File: config.mk
export PLATFORM = sky130hd
export DESIGN_NAME = lc3_execute_stage
export DESIGN_NICKNAME = d
export VERILOG_FILES = /design/src/rtl/lc3_exec_pkg.sv /design/src/rtl/lc3_exec_alu.sv /design/src/rtl/lc3_execute_stage.sv
export SDC_FILE = /design/constraint.sdc
export NUM_CORES = 1
export LEC_CHECK = 0
export ABC_CLOCK_PERIOD_IN_PS = 2600
export CAP_MARGIN = 10
export CELL_PAD_IN_SITES_DETAIL_PLACEMENT = 1
export CELL_PAD_IN_SITES_GLOBAL_PLACEMENT = 1
export CORE_ASPECT_RATIO = 0.7
export CORE_MARGIN = 5
export CORE_UTILIZATION = 31
export DETAILED_ROUTE_END_ITERATION = 12
export GPL_ROUTABILITY_DRIVEN = 0
export PLACE_DENSITY_LB_ADDON = 0.12
export SYNTH_ARGS = -nofsm -noshare
export SYNTH_HDL_FRONTEND = slang
export SYNTH_SLANG_ARGS = --single-unit
File: constraint.sdc
create_clock -name clock -period 2.6 [get_ports clock]
set_input_delay 0.26 -clock clock [delete_from_list [all_inputs] [get_ports clock]]
set_output_delay 0.26 -clock clock [all_outputs]
set_load 0.03 [all_outputs]
File: src/rtl/lc3_exec_pkg.sv
// Shared types and constants for the LC3 execute stage: control-word layout,
// ALU/address-adder selects, opcode values and the registered output payload.
package lc3_exec_pkg;

  localparam int unsigned LC3_DW  = 16;
  localparam int unsigned ECTL_W  = 6;
  localparam int unsigned WCTL_W  = 2;
  localparam int unsigned REG_W   = 3;
  localparam int unsigned NZP_W   = 3;
  localparam int unsigned OPC_W   = 4;

  // Bit positions inside E_Control.
  localparam int unsigned ECTL_ALU_OP_MSB = 5;
  localparam int unsigned ECTL_ALU_OP_LSB = 4;
  localparam int unsigned ECTL_PCSEL1_MSB = 3;
  localparam int unsigned ECTL_PCSEL1_LSB = 2;
  localparam int unsigned ECTL_PCSEL2_BIT = 1;
  localparam int unsigned ECTL_OP2SEL_BIT = 0;

  localparam logic [OPC_W-1:0] OP_BR  = 4'b0000;
  localparam logic [OPC_W-1:0] OP_JMP = 4'b1100;

  typedef enum logic [1:0] {
    ALU_ADD  = 2'b00,
    ALU_AND  = 2'b01,
    ALU_NOT  = 2'b10,
    ALU_HOLD = 2'b11
  } alu_op_e;

  typedef enum logic [1:0] {
    PC1_OFF11 = 2'b00,
    PC1_OFF9  = 2'b01,
    PC1_OFF6  = 2'b10,
    PC1_ZERO  = 2'b11
  } pcsel1_e;

  typedef struct packed {
    alu_op_e alu_op;
    pcsel1_e pcsel1;
    logic    pcsel2;
    logic    op2sel;
  } ectl_t;

  typedef struct packed {
    logic [WCTL_W-1:0] w_control;
    logic              mem_control;
    logic [REG_W-1:0]  dr;
    logic [NZP_W-1:0]  nzp;
    logic [LC3_DW-1:0] aluout;
    logic [LC3_DW-1:0] pcout;
    logic [LC3_DW-1:0] m_data;
    logic [LC3_DW-1:0] ir;
  } exec_out_t;

endpackage

File: src/rtl/lc3_exec_alu.sv
// Combinational datapath of the execute stage: operand forwarding mux,
// ALU and the PC-relative / base-register address adder.
module lc3_exec_alu
  import lc3_exec_pkg::*;
#(
  parameter int unsigned DW = LC3_DW
) (
  input  ectl_t         ectl_i,
  input  logic [10:0]   ir_i,
  input  logic [DW-1:0] npc_i,
  input  logic [DW-1:0] vsr1_i,
  input  logic [DW-1:0] vsr2_i,
  input  logic [DW-1:0] aluout_q_i,
  input  logic [DW-1:0] mem_bypass_val_i,
  input  logic          bypass_alu_1_i,
  input  logic          bypass_alu_2_i,
  input  logic          bypass_mem_1_i,
  input  logic          bypass_mem_2_i,
  output logic [DW-1:0] alu_res_c_o,
  output logic [DW-1:0] pcout_c_o,
  output logic [DW-1:0] m_data_c_o
);

  logic [DW-1:0] v1;
  logic [DW-1:0] v2;
  logic [DW-1:0] op2;
  logic [DW-1:0] a1;
  logic [DW-1:0] a2;

  // ALU forwarding beats memory forwarding: it carries the younger result.
  always_comb begin
    v1 = vsr1_i;
    if (bypass_alu_1_i) begin
      v1 = aluout_q_i;
    end else if (bypass_mem_1_i) begin
      v1 = mem_bypass_val_i;
    end
    v2 = vsr2_i;
    if (bypass_alu_2_i) begin
      v2 = aluout_q_i;
    end else if (bypass_mem_2_i) begin
      v2 = mem_bypass_val_i;
    end
  end

  always_comb begin
    op2 = ectl_i.op2sel ? v2 : {{(DW-5){ir_i[4]}}, ir_i[4:0]};
    alu_res_c_o = aluout_q_i;
    case (ectl_i.alu_op)
      ALU_ADD: alu_res_c_o = v1 + op2;
      ALU_AND: alu_res_c_o = v1 & op2;
      ALU_NOT: alu_res_c_o = ~v1;
      default: alu_res_c_o = aluout_q_i;
    endcase
  end

  always_comb begin
    a1 = '0;
    case (ectl_i.pcsel1)
      PC1_OFF11: a1 = {{(DW-11){ir_i[10]}}, ir_i[10:0]};
      PC1_OFF9:  a1 = {{(DW-9){ir_i[8]}},   ir_i[8:0]};
      PC1_OFF6:  a1 = {{(DW-6){ir_i[5]}},   ir_i[5:0]};
      default:   a1 = '0;
    endcase
    a2 = ectl_i.pcsel2 ? npc_i : v1;
    pcout_c_o = a1 + a2;
  end

  assign m_data_c_o = v2;

endmodule

File: src/rtl/lc3_execute_stage.sv
// LC3 execute stage: registers ALU result, address, store data, NZP mask and
// pass-through controls onto the execute_out bus, one cycle after decode.
module lc3_execute_stage
  import lc3_exec_pkg::*;
#(
  parameter int unsigned      DW      = LC3_DW,
  parameter logic [NZP_W-1:0] NZP_JMP = 3'b111
) (
  input  logic              clock,
  input  logic              reset,
  input  logic              enable_execute,
  input  logic [ECTL_W-1:0] E_Control,
  input  logic [WCTL_W-1:0] W_Control_in,
  input  logic              Mem_Control_in,
  input  logic [DW-1:0]     IR,
  input  logic [DW-1:0]     npc_in,
  input  logic [DW-1:0]     VSR1,
  input  logic [DW-1:0]     VSR2,
  input  logic              bypass_alu_1,
  input  logic              bypass_alu_2,
  input  logic              bypass_mem_1,
  input  logic              bypass_mem_2,
  input  logic [DW-1:0]     Mem_Bypass_Val,
  output logic              enable_execute_out,
  output logic [WCTL_W-1:0] W_Control_out,
  output logic              Mem_Control_out,
  output logic [REG_W-1:0]  sr1,
  output logic [REG_W-1:0]  sr2,
  output logic [REG_W-1:0]  dr,
  output logic [NZP_W-1:0]  NZP,
  output logic [DW-1:0]     aluout,
  output logic [DW-1:0]     pcout,
  output logic [DW-1:0]     M_Data,
  output logic [DW-1:0]     IR_Exec
);

  ectl_t          ectl;
  exec_out_t      ex_q;
  exec_out_t      ex_d;
  logic           en_q;
  logic [DW-1:0]  alu_res_c;
  logic [DW-1:0]  pcout_c;
  logic [DW-1:0]  m_data_c;
  logic [NZP_W-1:0] nzp_c;

  assign ectl = ectl_t'(E_Control);

  lc3_exec_alu #(
    .DW (DW)
  ) u_alu (
    .ectl_i           (ectl),
    .ir_i             (IR[10:0]),
    .npc_i            (npc_in),
    .vsr1_i           (VSR1),
    .vsr2_i           (VSR2),
    .aluout_q_i       (ex_q.aluout),
    .mem_bypass_val_i (Mem_Bypass_Val),
    .bypass_alu_1_i   (bypass_alu_1),
    .bypass_alu_2_i   (bypass_alu_2),
    .bypass_mem_1_i   (bypass_mem_1),
    .bypass_mem_2_i   (bypass_mem_2),
    .alu_res_c_o      (alu_res_c),
    .pcout_c_o        (pcout_c),
    .m_data_c_o       (m_data_c)
  );

  // Branch condition mask: BR carries its own nzp bits, JMP/RET always taken.
  always_comb begin
    nzp_c = '0;
    case (IR[15:12])
      OP_BR:   nzp_c = IR[11:9];
      OP_JMP:  nzp_c = NZP_JMP;
      default: nzp_c = '0;
    endcase
  end

  always_comb begin
    ex_d = ex_q;
    if (enable_execute) begin
      ex_d.w_control   = W_Control_in;
      ex_d.mem_control = Mem_Control_in;
      ex_d.dr          = IR[11:9];
      ex_d.nzp         = nzp_c;
      ex_d.aluout      = alu_res_c;
      ex_d.pcout       = pcout_c;
      ex_d.m_data      = m_data_c;
      ex_d.ir          = IR;
    end
  end

  always_ff @(posedge clock or negedge reset) begin
    if (!reset) begin
      ex_q <= '0;
      en_q <= 1'b0;
    end else begin
      ex_q <= ex_d;
      en_q <= enable_execute;
    end
  end

  assign enable_execute_out = en_q;
  assign W_Control_out      = ex_q.w_control;
  assign Mem_Control_out    = ex_q.mem_control;
  assign dr                 = ex_q.dr;
  assign NZP                = ex_q.nzp;
  assign aluout             = ex_q.aluout;
  assign pcout              = ex_q.pcout;
  assign M_Data             = ex_q.m_data;
  assign IR_Exec            = ex_q.ir;
  assign sr1                = IR[8:6];
  assign sr2                = IR[2:0];

endmodule

; ---- Word-level counts from Yosys, hierarchy flattened
; Index checks and enable logic that the tools add are counted.
; Widths: inputs -> output; s select.
[op_classes]
add_sub_neg = 2
n_eq_ne = 5
n_mux = 9
n_bitwise = 2
reduce_logical = 5
[ops]
columns = op, n
row1 = $mux 16, 6
row2 = $pmux 16 s3, 2
row3 = $add 16x16->16, 2
row4 = $and 16x16->16, 1
row5 = $not 16->16, 1
row6 = $pmux 3 s2, 1
row7 = $eq 2x1->1 const B, 2
row8 = $eq 2x2->1 const B, 2
row9 = $eq 4x4->1 const B, 1
row10 = $logic_not 2->1, 2
row11 = $logic_not 4->1, 1
row12 = $reduce_bool 3->1, 1
row13 = $reduce_and 2->1, 1
[totals]
register_bits = 74
output_inout_bits = 80

; ---- Depth between registers and ports, before layout
; Gate-level depths: netlist of run 1.
[logic_depth]
depth_word = 5
ltp_mapped = 16
ltp_nobuf = 14

; ---- Cells and area by module
; A second synthesis of run 1 with hierarchy kept.
[hier_totals]
cells_unflattened = 594
hier_area_um2 = 5690.5
[modules_own_cells]
columns = module, n_inst, cells_per_inst, area_each_um2
row1 = lc3_exec_alu, 1, 428, 2930.3
row2 = lc3_execute_stage, 1, 166, 2760.1

; ---- Worst setup path before layout of run 1
; OpenSTA, ideal clock, no wires.
[synth_path]
kind = input -> register
start = in bypass_mem_2
end = reg ex_q (netlist bit aluout[14])
setup_time_ns = 0.142
t_arrival_ns = 2.846
required_ns = 2.458
slack_ns = -0.388
cell_stages = 15
n_path_buf = 2
path_cell_list = buf_2 buf_2 mux2i_1 o21ai_0 mux2_2 ha_1 inv_1 fa_1 nor2b_1 o211ai_1 a21oi_1 nor2_1 o32ai_1 mux2i_1 o221ai_1
[synth_between]
elab_chain_len = 5
[synth_lines]
columns = item, line
row1 = "start, declared", lc3_execute_stage.sv:22  ; input logic bypass_mem_2,
row2 = $mux 16 *, lc3_exec_alu.sv:41  ; end else if (bypass_mem_2_i) begin
row3 = $mux 16 *, lc3_exec_alu.sv:39  ; if (bypass_alu_2_i) begin
row4 = $mux 16 *, lc3_exec_alu.sv:47  ; op2 = ectl_i.op2sel ? v2 : {{(DW-5){ir_i[4]}}, ir_i[4:0]};
row5 = $add 16x16->16 / $and 16x16->16 (equally long branches), "lc3_exec_alu.sv:50, lc3_exec_alu.sv:51"
row6 = $pmux 16 s3 *, lc3_exec_alu.sv:49  ; case (ectl_i.alu_op)
row7 = "end signal, assigned", lc3_execute_stage.sv:93  ; ex_q <= '0;
row8 = "end signal, assigned", lc3_execute_stage.sv:96  ; ex_q <= ex_d;
row9 = "end, declared", lc3_execute_stage.sv:38  ; exec_out_t ex_q;
; Mark *: on every way between the ends. The rest lies on a longest branch, timed or not.
; A chain may end at the register's enable or synchronous reset.

; ---- Worst setup path after layout of run 1
[layout_path]
start = reg ex_q (netlist bit aluout[0])
end = reg ex_q (netlist bit aluout[8])
[layout_between]
elab_chain_len = 4
[layout_lines]
columns = item, line
row1 = $mux 16, lc3_exec_alu.sv:39
row2 = $mux 16, lc3_exec_alu.sv:47
row3 = $add 16x16->16 *, lc3_exec_alu.sv:50  ; ALU_ADD: alu_res_c_o = v1 + op2;
row4 = $pmux 16 s3 *, lc3_exec_alu.sv:49
; Marks and branches as above.

==> results of run 1 <==
==> per-layer routing <==
metal / vias up / GRT usage, % / wire length [um]
met2: 213 / 35.4 / 10800
met3: 32 / 4.77 / 1410
met1: 2902 / 29.9 / 10800
li1: 2798 / - / -
met5: - / 0 / 0
met4: 0 / 5.43 / 476
==> flip-flops by register name, summed over array words and instances, names as in the netlist <==
| signal | count |
|---|---|
| M_Data | 16 |
| aluout | 16 |
| pcout | 16 |
| IR_Exec | 14 |
| NZP | 3 |
| W_Control_out | 2 |
| dr | 2 |
| Mem_Control_out | 1 |
| enable_execute_out | 1 |
==> cells in the mapped netlist (2+ instances only) <==
master | n | area [um2]
a221oi_1 | 6 | 52.6
dfrtp_1 | 71 | 1780
xor2_1 | 7 | 61.3
buf_2 | 6 | 30.0
buf_4 | 10 | 75.1
o22ai_1 | 3 | 18.8
a21oi_1 | 49 | 245
nor2_1 | 39 | 146
a211oi_1 | 4 | 30.0
a21o_1 | 12 | 90.1
a211oi_2 | 2 | 25.0
nand2_1 | 76 | 285
and2_1 | 6 | 37.5
o2bb2ai_1 | 3 | 26.3
nor2b_1 | 5 | 31.3
nand2b_1 | 5 | 31.3
buf_1 | 2 | 7.51
o21ai_0 | 46 | 230
a31oi_1 | 8 | 50.1
nor3_1 | 7 | 35.0
clkbuf_1 | 26 | 97.6
xnor2_1 | 15 | 131
or3_1 | 5 | 31.3
o21ai_1 | 4 | 20.0
mux2_2 | 50 | 563
o311ai_0 | 2 | 17.5
ha_1 | 34 | 425
a22oi_1 | 10 | 75.1
o211ai_1 | 5 | 37.5
fa_1 | 2 | 40.0
inv_1 | 31 | 116
mux2i_1 | 37 | 370
o21a_1 | 2 | 15.0
nand3_1 | 10 | 50.1
nand4_1 | 6 | 37.5
==> area by class of cell <==
cell class              instances  area share (%)
multi-input cells             479            41.9
repair buffers                315            31.2
flip-flops and latches         71            19.2
well taps                     231            3.12
clock buffers                  10            2.47
inverters                      31            1.26
clock inverters                 6           0.744
==> final timing paths <==
check	startpoint	end	slack [ps]	depth (start not counted)
min in group clock	enable_execute	enable_execute_out$_DFF_PN0_	150	1
worst max register to register	aluout[0]$_DFFE_PN0P_	aluout[8]$_DFFE_PN0P_	-140	13
worst min-delay path	reset	M_Data[8]$_DFFE_PN0P_	40	1
worst min register to register	pcout[1]$_DFFE_PN0P_	pcout[1]$_DFFE_PN0P_	500	2
worst max-delay path	aluout[0]$_DFFE_PN0P_	aluout[8]$_DFFE_PN0P_	-140	13
max in group asynchronous	reset	aluout[1]$_DFFE_PN0P_	1800	1
==> per-stage QoR <==
stage	TNS, ps	hold WS, ps	cells	utilization, %
6_report	-287	41.5	1143	53.4
4_1_cts	-92.5	114	1136	51.5
3_3_place_gp	-16800	475	1105	48.0
5_1_grt	-1460	143	1143	53.4
3_5_place_dp	-19090	484	1105	48.0
2_1_floorplan	-455	-35.6	625	-
==> power by group through the flow <==
stage	Clock [mW]	Sequential, mW	Combinational, mW
after floorplan	0	2.00	1.19
after global placement	0	1.55	2.98
after detailed placement	0	1.56	3.06
after CTS	1.32	1.55	3.22
after global routing	1.37	1.59	3.64
final	1.29	1.55	3.42
==> repair_timing <==
action / in CTS / in global routing
setup buffers: 15 / 10
endpoints found under the setup margin: 24 / 18
gates resized for setup: 63 / 74
pin swaps: 38 / 63
==> kinds of logic after synthesis <==
family,Yosys count
AND/OR/NAND/NOR,164
flip-flops,71
buffers and inverters,75
XOR/XNOR,22
multiplexers,87
adder cells (fa/ha/maj),36
AO/OA/AOI/OAI,170
==> run_results.csv, run 1 <==
group,metric,value,unit
synthesis,mappedNetlistArea,0.00552,mm2
timing,hold_viol_final,0,
synthesis,ys.flop_type,"dfrtp_1",
floorplanning,std_cell_rows,40,
detailed_routing,vias,5945,
clock_network,ctsLongestPathBuffers,2,
detailed_routing,avgRoutedWirePerCell,20.6,um
global_route,grt_pass1_wl,35.8,mm
synthesis,synth_compound_area_share,19.9,%
power,leakage,4.17,nW
critical_path,worst_path_max_delay_cell,"dfrtp_2",
synthesis,synth_nets,757,
timing,period_share,106,%
floorplanning,ioPinCount,176,
worst_hold_path,min_path_type,"in2async",
timing,max_clock_freq,364,MHz
clock_network,cts_buffers,9,
floorplanning,die_h,122,um
power,pwr-share-clk,20.6,%
detailed_routing,ant_nets,0,
critical_path,cp_data_arrival_time,2970,ps
detailed_routing,viasPerCell,5.20,
timing,rsz0062_at_grt,"yes",
synthesis,yosysUniqueCellTypes,54,
power,switching_share,40.5,%
timing,clock_skew,9.74,ps
floorplanning,dieArea,0.0206,mm2
power,power,6.26,mW
global_route,grt_usage,21.9,%
finish,n_fill_cell,1958,
run_status,violations,"setup timing",
finish,antennaDiodeCount,0,
synthesis,synth-edff-count,0,
finish,stdcell_area,0.00926,mm2
synthesis,yosys_warnings,0,
placement,place_hpwl,17.3,mm
critical_path,cp.required,2830,ps
timing,finalCriticalPeriod,2740,ps
power,seq_power_share,24.8,%
power,combPwrFrac,54.6,%
finish,multi_input_area,0.00388,mm2
timing,slew_viol_final,0,
global_route,grt_pass1_vias,6492,
finish,post_route_cells_drive_above_1_share,32.6,%
synthesis,async_flop_share,100,%
critical_path,path_cells,"nand2_2 > o21ai_2 > mux2_4 > ha_4 > inv_2 > fa_2 > nor2b_2 > o211ai_1 > nand2_1 > a21o_1 > a311o_1 > a31oi_2 > o21ai_1",
detailed_routing,first_pass_iters,5,
detailed_routing,drc,0,
synthesis,synth_seq_cells,71,
timing,tightest_slew,995,ps
power,power_switching,2.53,mW
finish,finalNetCount,1039,
critical_path,start_kind,"flop",
clock_network,cts_sinks,71,
synthesis,synth-xor-area-share,3.49,%
critical_path,critPathCaptureType,"flop",
power,powerDensity,676,mW/mm2
placement,pre_cts_ws,-1030,ps
critical_path,critPathTopFamily,"compound AO/OA/AOI/OAI gates",
detailed_routing,totalWireLength,23.5,mm
placement,place_area,0.00832,mm2
floorplanning,start_util,31.9,%
global_route,grt_max_degree,72,
global_route,grt_antenna_before_repair,0,
clock_network,clock-root-buffer,"clkbuf_16",
critical_path,crit_fanout,4,
synthesis,synth_top_family_by_area,"compound AO/OA/AOI/OAI gates",
finish,area_growth,67.6,%
finish,final_common_cell,"clkdlybuf4s50_1",
critical_path,cp.buffers_inverters,1,
global_route,overflow,0,
timing,relSlewSlack,33.7,%
power,internal-power,3.73,mW
detailed_routing,drtIter0Drc,304,
synthesis,synthAdderAreaFrac,8.43,%
critical_path,path_class,"reg2reg",
synthesis,synth-simple-area-share,13.2,%
clock_network,clk_pin_slew,60,ps
timing,finalSetupViolCount,5,
synthesis,synth.area.mux_share,16.9,%
synthesis,synthCells,625,
run,cap_viol_max_count,0,
critical_path,cpPeakStageDelay,440,ps
clock_network,htreeDepth,3,
timing,worst_slack,-144,ps
clock_network,hold_buffers,0,
synthesis,syn_area_per_cell,8.84,um2
power,ir_drop,315,uV
floorplanning,fp.coreArea,0.0173,mm2
run_status,status,"complete, but fails checks",
finish,seq_area,0.00178,mm2
placement,port_buffers,175,
clock_network,cts_tree,"yes",
clock_network,clk_latency,350,ps
floorplanning,die_w,170,um
finish,layout_common_cells,"clkdlybuf4s50_1 (155), buf_4 (127), nand2_1 (72)",
synthesis,ys_seq_area_share,32.2,%
Note: power is estimated with default switching activity, not from simulation.
==> run 2: changes to the inputs <==
Settings changed: SLEW_MARGIN set to 20.
==> results of run 2 <==
Same layout as run 1: the final DEF is identical, and so are final timing and power.
